### config.mk
export PLATFORM = sky130hd
export DESIGN_NAME = chunk_serial_adder
export DESIGN_NICKNAME = d
export VERILOG_FILES = /design/src/rtl/adder_pkg.sv /design/src/rtl/chunk_adder.sv /design/src/rtl/chunk_serial_adder.sv
export SDC_FILE = /design/constraint.sdc
export NUM_CORES = 1
export LEC_CHECK = 0
export BUFFER_PORTS_ARGS = -buffer_cell sky130_fd_sc_hd__buf_4
export CORE_MARGIN = 1
export CORE_UTILIZATION = 57
export CTS_CLUSTER_DIAMETER = 60
export DETAILED_ROUTE_END_ITERATION = 8
export GPL_TIMING_DRIVEN = 0
export PLACE_DENSITY_LB_ADDON = 0.3
export SYNTH_ARGS = -nofsm -noshare
export SYNTH_HDL_FRONTEND = slang
export SYNTH_HIERARCHICAL = 1
export SYNTH_SLANG_ARGS = --single-unit
### constraint.sdc
create_clock -name in_clk -period 8.2 [get_ports in_clk]
set_clock_uncertainty 0.1 [all_clocks]
set_input_delay 0 -clock in_clk [delete_from_list [all_inputs] [get_ports in_clk]]
set_output_delay 0 -clock in_clk [all_outputs]
set_load 0.02 [all_outputs]
### src/rtl/adder_pkg.sv
// Shared types and helpers for the chunked serial adder.
// Holds the FSM state encoding, the geometry check and the chunk-index width helper.
package adder_pkg;

    typedef enum logic [1:0] {
        IDLE = 2'd0,
        BUSY = 2'd1,
        DONE = 2'd2
    } state_t;

    function automatic bit chunk_cfg_ok(input int width, input int chunk);
        return (chunk > 0) && (width >= 2) && (width % chunk == 0);
    endfunction

    // Index width is never allowed to collapse to zero bits for a single chunk.
    function automatic int idx_width(input int nchunk);
        return (nchunk <= 2) ? 1 : $clog2(nchunk);
    endfunction

endpackage

### src/rtl/chunk_adder.sv
// CHUNK-bit ripple-carry adder built from full_adder cells.
// Purely combinational: zero latency, no backpressure.
module full_adder (
    input  logic a,
    input  logic b,
    input  logic ci,
    output logic s,
    output logic co
);
    assign s  = a ^ b ^ ci;
    assign co = (a & b) | (ci & (a ^ b));
endmodule

module chunk_adder #(
    parameter int CHUNK = 4
) (
    input  logic [CHUNK-1:0] a,
    input  logic [CHUNK-1:0] b,
    input  logic             cin,
    output logic [CHUNK-1:0] sum,
    output logic             cout,
    output logic             c_msb
);
    // Each stage owns its own carry nets so the chain is not one self-feeding vector.
    for (genvar i = 0; i < CHUNK; i++) begin : g_bit
        logic ci;
        logic co;
        if (i == 0) begin : g_first
            assign ci = cin;
        end else begin : g_next
            assign ci = g_bit[i-1].co;
        end
        full_adder u_fa (
            .a  (a[i]),
            .b  (b[i]),
            .ci (ci),
            .s  (sum[i]),
            .co (co)
        );
    end

    assign cout  = g_bit[CHUNK-1].co;
    assign c_msb = g_bit[CHUNK-1].ci;
endmodule

### src/rtl/chunk_serial_adder.sv
// Purpose: WIDTH-bit add (A-B when ADDER_SUB_EN is defined), CHUNK bits per cycle, (WIDTH+1)-bit result.
// Latency: WIDTH/CHUNK cycles from the acceptance edge to out_valid.
// Backpressure: result held in DONE until out_ready; in_ready only in IDLE.
module chunk_serial_adder
    import adder_pkg::*;
#(
    parameter int WIDTH = 16,
    parameter int CHUNK = 4
) (
    input  logic             in_clk,
    input  logic             in_rst,
    input  logic             in_valid,
    output logic             in_ready,
    input  logic [WIDTH-1:0] in_a,
    input  logic [WIDTH-1:0] in_b,
    input  logic             in_sub,
    output logic             out_valid,
    input  logic             out_ready,
    output logic [WIDTH:0]   out,
    output logic             out_carry,
    output logic             out_ovf
);
    localparam int NCHUNK = WIDTH / CHUNK;
    localparam int IW     = idx_width(NCHUNK);
    localparam logic [IW-1:0] LAST_IDX = IW'(NCHUNK - 1);

    if (!chunk_cfg_ok(WIDTH, CHUNK)) begin : g_bad_cfg
        $error("chunk_serial_adder: WIDTH must be >= 2 and a multiple of CHUNK");
    end

    state_t         state_q, state_d;
    logic [WIDTH-1:0] a_q, a_d;
    logic [WIDTH-1:0] b_q, b_d;
    logic           carry_q, carry_d;
    logic [IW-1:0]  idx_q, idx_d;
    logic [WIDTH:0] out_q, out_d;
    logic           cflag_q, cflag_d;
    logic           ovf_q, ovf_d;

    logic [WIDTH-1:0] b_in;
    logic             cin_in;

`ifdef ADDER_SUB_EN
    assign b_in   = in_sub ? ~in_b : in_b;
    assign cin_in = in_sub;
`else
    logic unused_sub;
    assign unused_sub = in_sub;
    assign b_in       = in_b;
    assign cin_in     = 1'b0;
`endif

    logic [CHUNK-1:0] a_sl, b_sl, sum_sl;
    logic             cout, c_msb;

    assign a_sl = a_q[idx_q*CHUNK +: CHUNK];
    assign b_sl = b_q[idx_q*CHUNK +: CHUNK];

    chunk_adder #(.CHUNK(CHUNK)) u_chunk (
        .a     (a_sl),
        .b     (b_sl),
        .cin   (carry_q),
        .sum   (sum_sl),
        .cout  (cout),
        .c_msb (c_msb)
    );

    always_comb begin
        state_d = state_q;
        a_d     = a_q;
        b_d     = b_q;
        carry_d = carry_q;
        idx_d   = idx_q;
        out_d   = out_q;
        cflag_d = cflag_q;
        ovf_d   = ovf_q;
        case (state_q)
            IDLE: begin
                if (in_valid) begin
                    a_d     = in_a;
                    b_d     = b_in;
                    carry_d = cin_in;
                    idx_d   = '0;
                    state_d = BUSY;
                end
            end
            BUSY: begin
                out_d[idx_q*CHUNK +: CHUNK] = sum_sl;
                carry_d = cout;
                idx_d   = idx_q + 1'b1;
                if (idx_q == LAST_IDX) begin
                    // Sign bit of the widened result and flags come from the top chunk only.
                    out_d[WIDTH] = a_sl[CHUNK-1] ^ b_sl[CHUNK-1] ^ cout;
                    cflag_d      = cout;
                    ovf_d        = cout ^ c_msb;
                    idx_d        = '0;
                    state_d      = DONE;
                end
            end
            DONE: begin
                if (out_ready) begin
                    state_d = IDLE;
                end
            end
            default: state_d = IDLE;
        endcase
    end

    always_ff @(posedge in_clk or posedge in_rst) begin
        if (in_rst) begin
            state_q <= IDLE;
            a_q     <= '0;
            b_q     <= '0;
            carry_q <= 1'b0;
            idx_q   <= '0;
            out_q   <= '0;
            cflag_q <= 1'b0;
            ovf_q   <= 1'b0;
        end else begin
            state_q <= state_d;
            a_q     <= a_d;
            b_q     <= b_d;
            carry_q <= carry_d;
            idx_q   <= idx_d;
            out_q   <= out_d;
            cflag_q <= cflag_d;
            ovf_q   <= ovf_d;
        end
    end

    assign in_ready  = (state_q == IDLE);
    assign out_valid = (state_q == DONE);
    assign out       = out_q;
    assign out_carry = cflag_q;
    assign out_ovf   = ovf_q;

endmodule
# == Word-level counts from Yosys, hierarchy flattened ==
# Cells that the tools add are included.
# op_classes
order_cmp,0
mul,0
muxes,11
n_bitwise,22
eq_ne,6
addsub,2
reduce_logical,6
div,0
shifts,4
# ops
operator,n
4-bit negator with 34-bit output,1
"4-bit by 34-bit variable shift with 17-bit output, first input constant",1
4-bit by 34-bit variable part select with 17-bit output,1
16-bit by 5-bit variable part select with 4-bit output,2
17-bit bitwise mux,1
2-bit two-way mux,5
1-bit XOR,10
1-bit bitwise AND,8
2-bit one-hot mux with 3 select lines,1
2-bit AND reduction,3
"2-bit == test, second input constant",2
"2-bit inequality test, second input constant",2
1-bit bitwise OR,4
2-bit one-hot mux with 2 select lines,1
3-bit AND reduction,1
"2-bit by 1-bit adder with 2-bit output, second input constant",1
"2-bit by 1-bit == test with 1-bit output, second input constant",1
2-bit logical NOT,1
1-bit two-way mux,2
"2-bit by 1-bit inequality test with 1-bit output, second input constant",1
1-bit one-hot mux with 2 select lines,1
2-bit nonzero test,1
# word_totals
rom_bits,0
latch_bits,0
ramBits,0
memories,0
inputBits,37
ff_bits,56
out_inout_bits,21

# == Longest topological paths before layout ==
# depth
ltp_word,12
depth_mapped,9

# == Hierarchy ==
# The synthesis kept the hierarchy.
# modules_own_cells
mod,seq_area_each_um2,n_inst,cells_each,area_per_inst_um2
chunk_serial_adder,1401.3,1,169,2427.3
full_adder,0.0,4,1,20.0

# == Worst setup path after synthesis ==
# Ideal clock, no wire load.
# synth_timing
kind,reg-to-reg
from,reg idx_q[0]
to,reg out_q[16] (netlist: out[16])
path_stages_with_launch,10
required_time_ns,7.969
period_less_slack_ns,3.561
t_arrival_ns,3.330
path_slack_ns,4.639
path_cell_list,dfrtp_1 -> buf_6 -> buf_2 -> mux4_2 -> fa_1 -> fa_1 -> fa_1 -> fa_1 -> xnor3_1 -> o21ai_1
# synth_between
elab_chain_cells,12
# synth_rtl
item,line_no,rtl
start: declaration,chunk_serial_adder.sv:35,"logic [IW-1:0] idx_q, idx_d;"
start signal: assignment,chunk_serial_adder.sv:124,idx_q <= idx_d;
16-bit by 5-bit variable part select with 4-bit output (*),chunk_serial_adder.sv:56,assign a_sl = a_q[idx_q*CHUNK +: CHUNK];
named net a_sl[0],chunk_serial_adder.sv:53,"logic [CHUNK-1:0] a_sl, b_sl, sum_sl;"
1-bit XOR,chunk_adder.sv:11,assign co = (a & b) | (ci & (a ^ b));
1-bit bitwise AND,chunk_adder.sv:11,
1-bit bitwise OR (*),chunk_adder.sv:11,
named net u_chunk.g_bit[0].co,chunk_adder.sv:27,logic co;
1-bit bitwise AND (*),chunk_adder.sv:11,
1-bit bitwise OR (*),chunk_adder.sv:11,
named net u_chunk.g_bit[1].co,chunk_adder.sv:27,
1-bit bitwise AND (*),chunk_adder.sv:11,
1-bit bitwise OR (*),chunk_adder.sv:11,
named net c_msb,chunk_serial_adder.sv:54,"logic cout, c_msb;"
1-bit bitwise AND (*),chunk_adder.sv:11,
1-bit bitwise OR (*),chunk_adder.sv:11,
named net cout,chunk_serial_adder.sv:54,
1-bit XOR (*),chunk_serial_adder.sv:93,out_d[WIDTH] = a_sl[CHUNK-1] ^ b_sl[CHUNK-1] ^ cout;
1-bit two-way mux (*),chunk_serial_adder.sv:91,if (idx_q == LAST_IDX) begin
end signal: assignment,chunk_serial_adder.sv:125,out_q <= out_d;
end: declaration,chunk_serial_adder.sv:36,"logic [WIDTH:0] out_q, out_d;"
# The timed path passes the listed nets; every way through them passes the cells marked *.
# A chain may end at the register's enable or synchronous reset.

# == Final worst setup path ==
# Ends and elaborated chain as after synthesis.

==> metrics.yaml <==
status: "complete, no violations"
crit_slowest_cell: "mux4_2"
period_minus_slack_ns: 3.84
cap_violations: 0
criticalPathCategory: "flop to flop"
max_stage_delay_ns: 0.57
cellLeakagePower_uw: 0.00159
clk_pin_slew_ns: 0.09
die_h_um: 68.3
start_kind: "flop"
grt_util_all_layers: 0.265
nNetsFinal: 316
antenna_cells: 0
use_met1: 0.337
clockBufferDepth: 2
path_cells: "buf_6, buf_2, mux4_2, fa_1, fa_1, fa_1, fa_1, xnor3_1, o21ai_1"
cts-root-buf: "clkbuf_8"
whs_ns: 0.188
placedCellCount: 280
antenna_found_initial: 0
max_freq_ghz: 0.261
cts-htree-levels: 2
drt_pre_antenna_iters: 4
crit_fanout: 10
synth.avg_cell_area_um2: 14.5
cp_common_cell: "fa_1"
rrSetupSlack_ns: 4.36
coreArea_mm2: 0.00412
period_share: 0.468
design_area_mm2: 0.00343
viasPerCell: 5.51
syn_inst: 173
dr.first_iter.drc_count: 151
relSlewSlack: 0.652
grt-ovfl-total: 0
antenna_left: 0
gr-usage-met2: 0.455
grt_pass1_vias: 1823
grtUsageMet3: 0.0450
rows: 23
yosys.cell_types.count: 26
hold_viol_final: 0
synth_top_area_frac: 0.559
cts_sinks: 56
synth_warnings: 6
grt_max_degree: 33
dpl_cell_area_mm2: 0.00301
layout-drive-gt1-share: 0.406
grt_pass1_wl_um: 8670
peakVddDrop_v: 0.000258
rr_endpoint: "out[16]"
worst_ep_arrival_time_ns: 3.98
total_power_uw: 1390
grt_busiest_layer: "met2"
start_util: 0.609
wl_um: 5410
final-max-slew-violation-count: 0
yosysSeqAreaShare: 0.559
cts_tree: "yes"
rsz0062_at_grt: "false"
synth_area_mm2: 0.00251
holdCritPathClass: "input pin to async pin"
syn2layout_area_growth_pct: 36.7
synth_seq_cells: 56
gp_congestion: 0.839
synthTopCellsByArea: "dfrtp_1 56%, mux2_2 14%, mux4_2 5.4%"
numCtsBuffers: 5
required_ns: 8.34
yosys.area.top_type: "dfrtp_1"
fin_cells: 321
vias: 1770
worst_slew_pin_slew_ns: 0.521
p_per_area_mw_per_mm2: 405
cts_hold_buffers: 34
die_w_um: 68.3
drc: 0
postCtsSetupRepairBufs: 0
die_area_mm2: 0.00467
crit_path_end_kind: "flop"
worstReg2RegStart: "idx_q[0]"
avgRoutedWirePerCell_um: 16.9
post-dp-hpwl_um: 3610
cts-resized-gates: 0
tns_ns: 0
reg2reg_depth: 9
io_pins: 58
synth_nets: 218
io_buffers: 56
setup_violations: 0
insertion_delay_ns: 0.31
[placed cells by master (no fill, tap or decap)]
cell type      netlist  layout
buf_4                2      58
fa_1                 4       4
clkinv_2             0       1
nand2b_1             2       2
o22ai_1              2       2
mux4_2               6       6
buf_12               0       1
buf_6                1       1
nand2_1             15      15
nor4_1               2       2
buf_2                4       4
o31ai_1              3       3
clkbuf_1             1       2
xnor3_1              1       1
xnor2_1              1       1
inv_2                0       1
mux2_2              32      32
dfrtp_1             56      56
nor3b_1              1       1
mux4_1               2       2
a22o_1              10      10
dlygate4sd3_1        0      34
o21ai_1              1       1
o21bai_1             1       1
nor4_2               1       1
nor2_1               2       2
clkbuf_8             0       5
nand3b_1             6       6
o21ai_0              7       7
ha_1                 4       4
inv_1                6       5
[worst max-delay path by stage]
| stage | from | to | slack (ns) | cells past startpoint |
|---|---|---|---|---|
| after floorplan | idx_q[0] | out[16] | 4.64 | 9 |
| after global placement | idx_q[0] | out[16] | 4.44 | 9 |
| after detailed placement | idx_q[0] | out[16] | 4.37 | 9 |
| after CTS | idx_q[0] | out[16] | 4.35 | 9 |
| after global routing | idx_q[0] | out[16] | 4.21 | 9 |
| final | idx_q[0] | out[16] | 4.36 | 9 |
[registers in the layout (all words and copies together) (netlist names)]
register   flops
out           17
out_ovf        1
idx_q          2
out_carry      1
a_q           16
state_q        2
carry_q        1
b_q           16
[stage by stage]
step | util | setup slack [ns]
CTS | 0.833 | 4.35
detailed placement | 0.732 | 4.37
finish | 0.833 | 4.36
floorplan | - | 4.64
global placement | 0.727 | 4.44
global route | 0.833 | 4.21
[Yosys cell counts]
library cell  instances
dfrtp_1              56
mux2_2               32
nand2_1              15
a22o_1               10
o21ai_0               7
inv_1                 6
mux4_2                6
nand3b_1              6
buf_2                 4
fa_1                  4
ha_1                  4
o31ai_1               3
buf_4                 2
mux4_1                2
nand2b_1              2
nor2_1                2
nor4_1                2
o22ai_1               2
buf_6                 1
clkbuf_1              1
nor3b_1               1
nor4_2                1
o21ai_1               1
o21bai_1              1
xnor2_1               1
xnor3_1               1
[cell families (layout without fill, tap and decap cells)]
kind of cell               after synthesis  count (layout)  synth area share
AOI/OAI and AO/OA                       24              24            0.0679
DFF                                     56              56             0.559
and+or+nand+nor                         29              29            0.0614
adders and majority gates                8               8            0.0519
xor gates and xnor gates                 2               2            0.0125
muxes                                   40              40             0.219
buffers and inverters                   14             112            0.0289
[metal layers]
metal,routed length [µm],vias up
met2,2890,53
met5,0,-
met1,2220,885
li1,-,826
met3,240,6
met4,58,0
[critical path, delay by kind of cell (launching register included)]
family,cells,cell delay [ns]
AO/OA/AOI/OAI,1,0.12
buffers and inverters,2,0.43
flip-flops,1,0.41
XOR/XNOR,1,0.38
multiplexers,1,0.57
adder cells (fa/ha/maj),4,1.74
[final cells by class]
class / instances / area [µm²]
flip-flops and latches: 56 / 1400
multi-input cells: 103 / 1030
repair buffers: 91 / 781
fillers: 231 / 687
clock buffers: 6 / 72.6
well taps: 50 / 62.6
plain buffers: 8 / 50.0
inverters: 6 / 22.5
clock inverters: 1 / 5.00
[where the power goes]
part	internal (µW)	switching (µW)	leakage, µW
Clock	58.3	83.9	0.0000410
Combinational	389	384	0.000855
Sequential	401	72.1	0.000694
(Power assumes the default switching activity.)
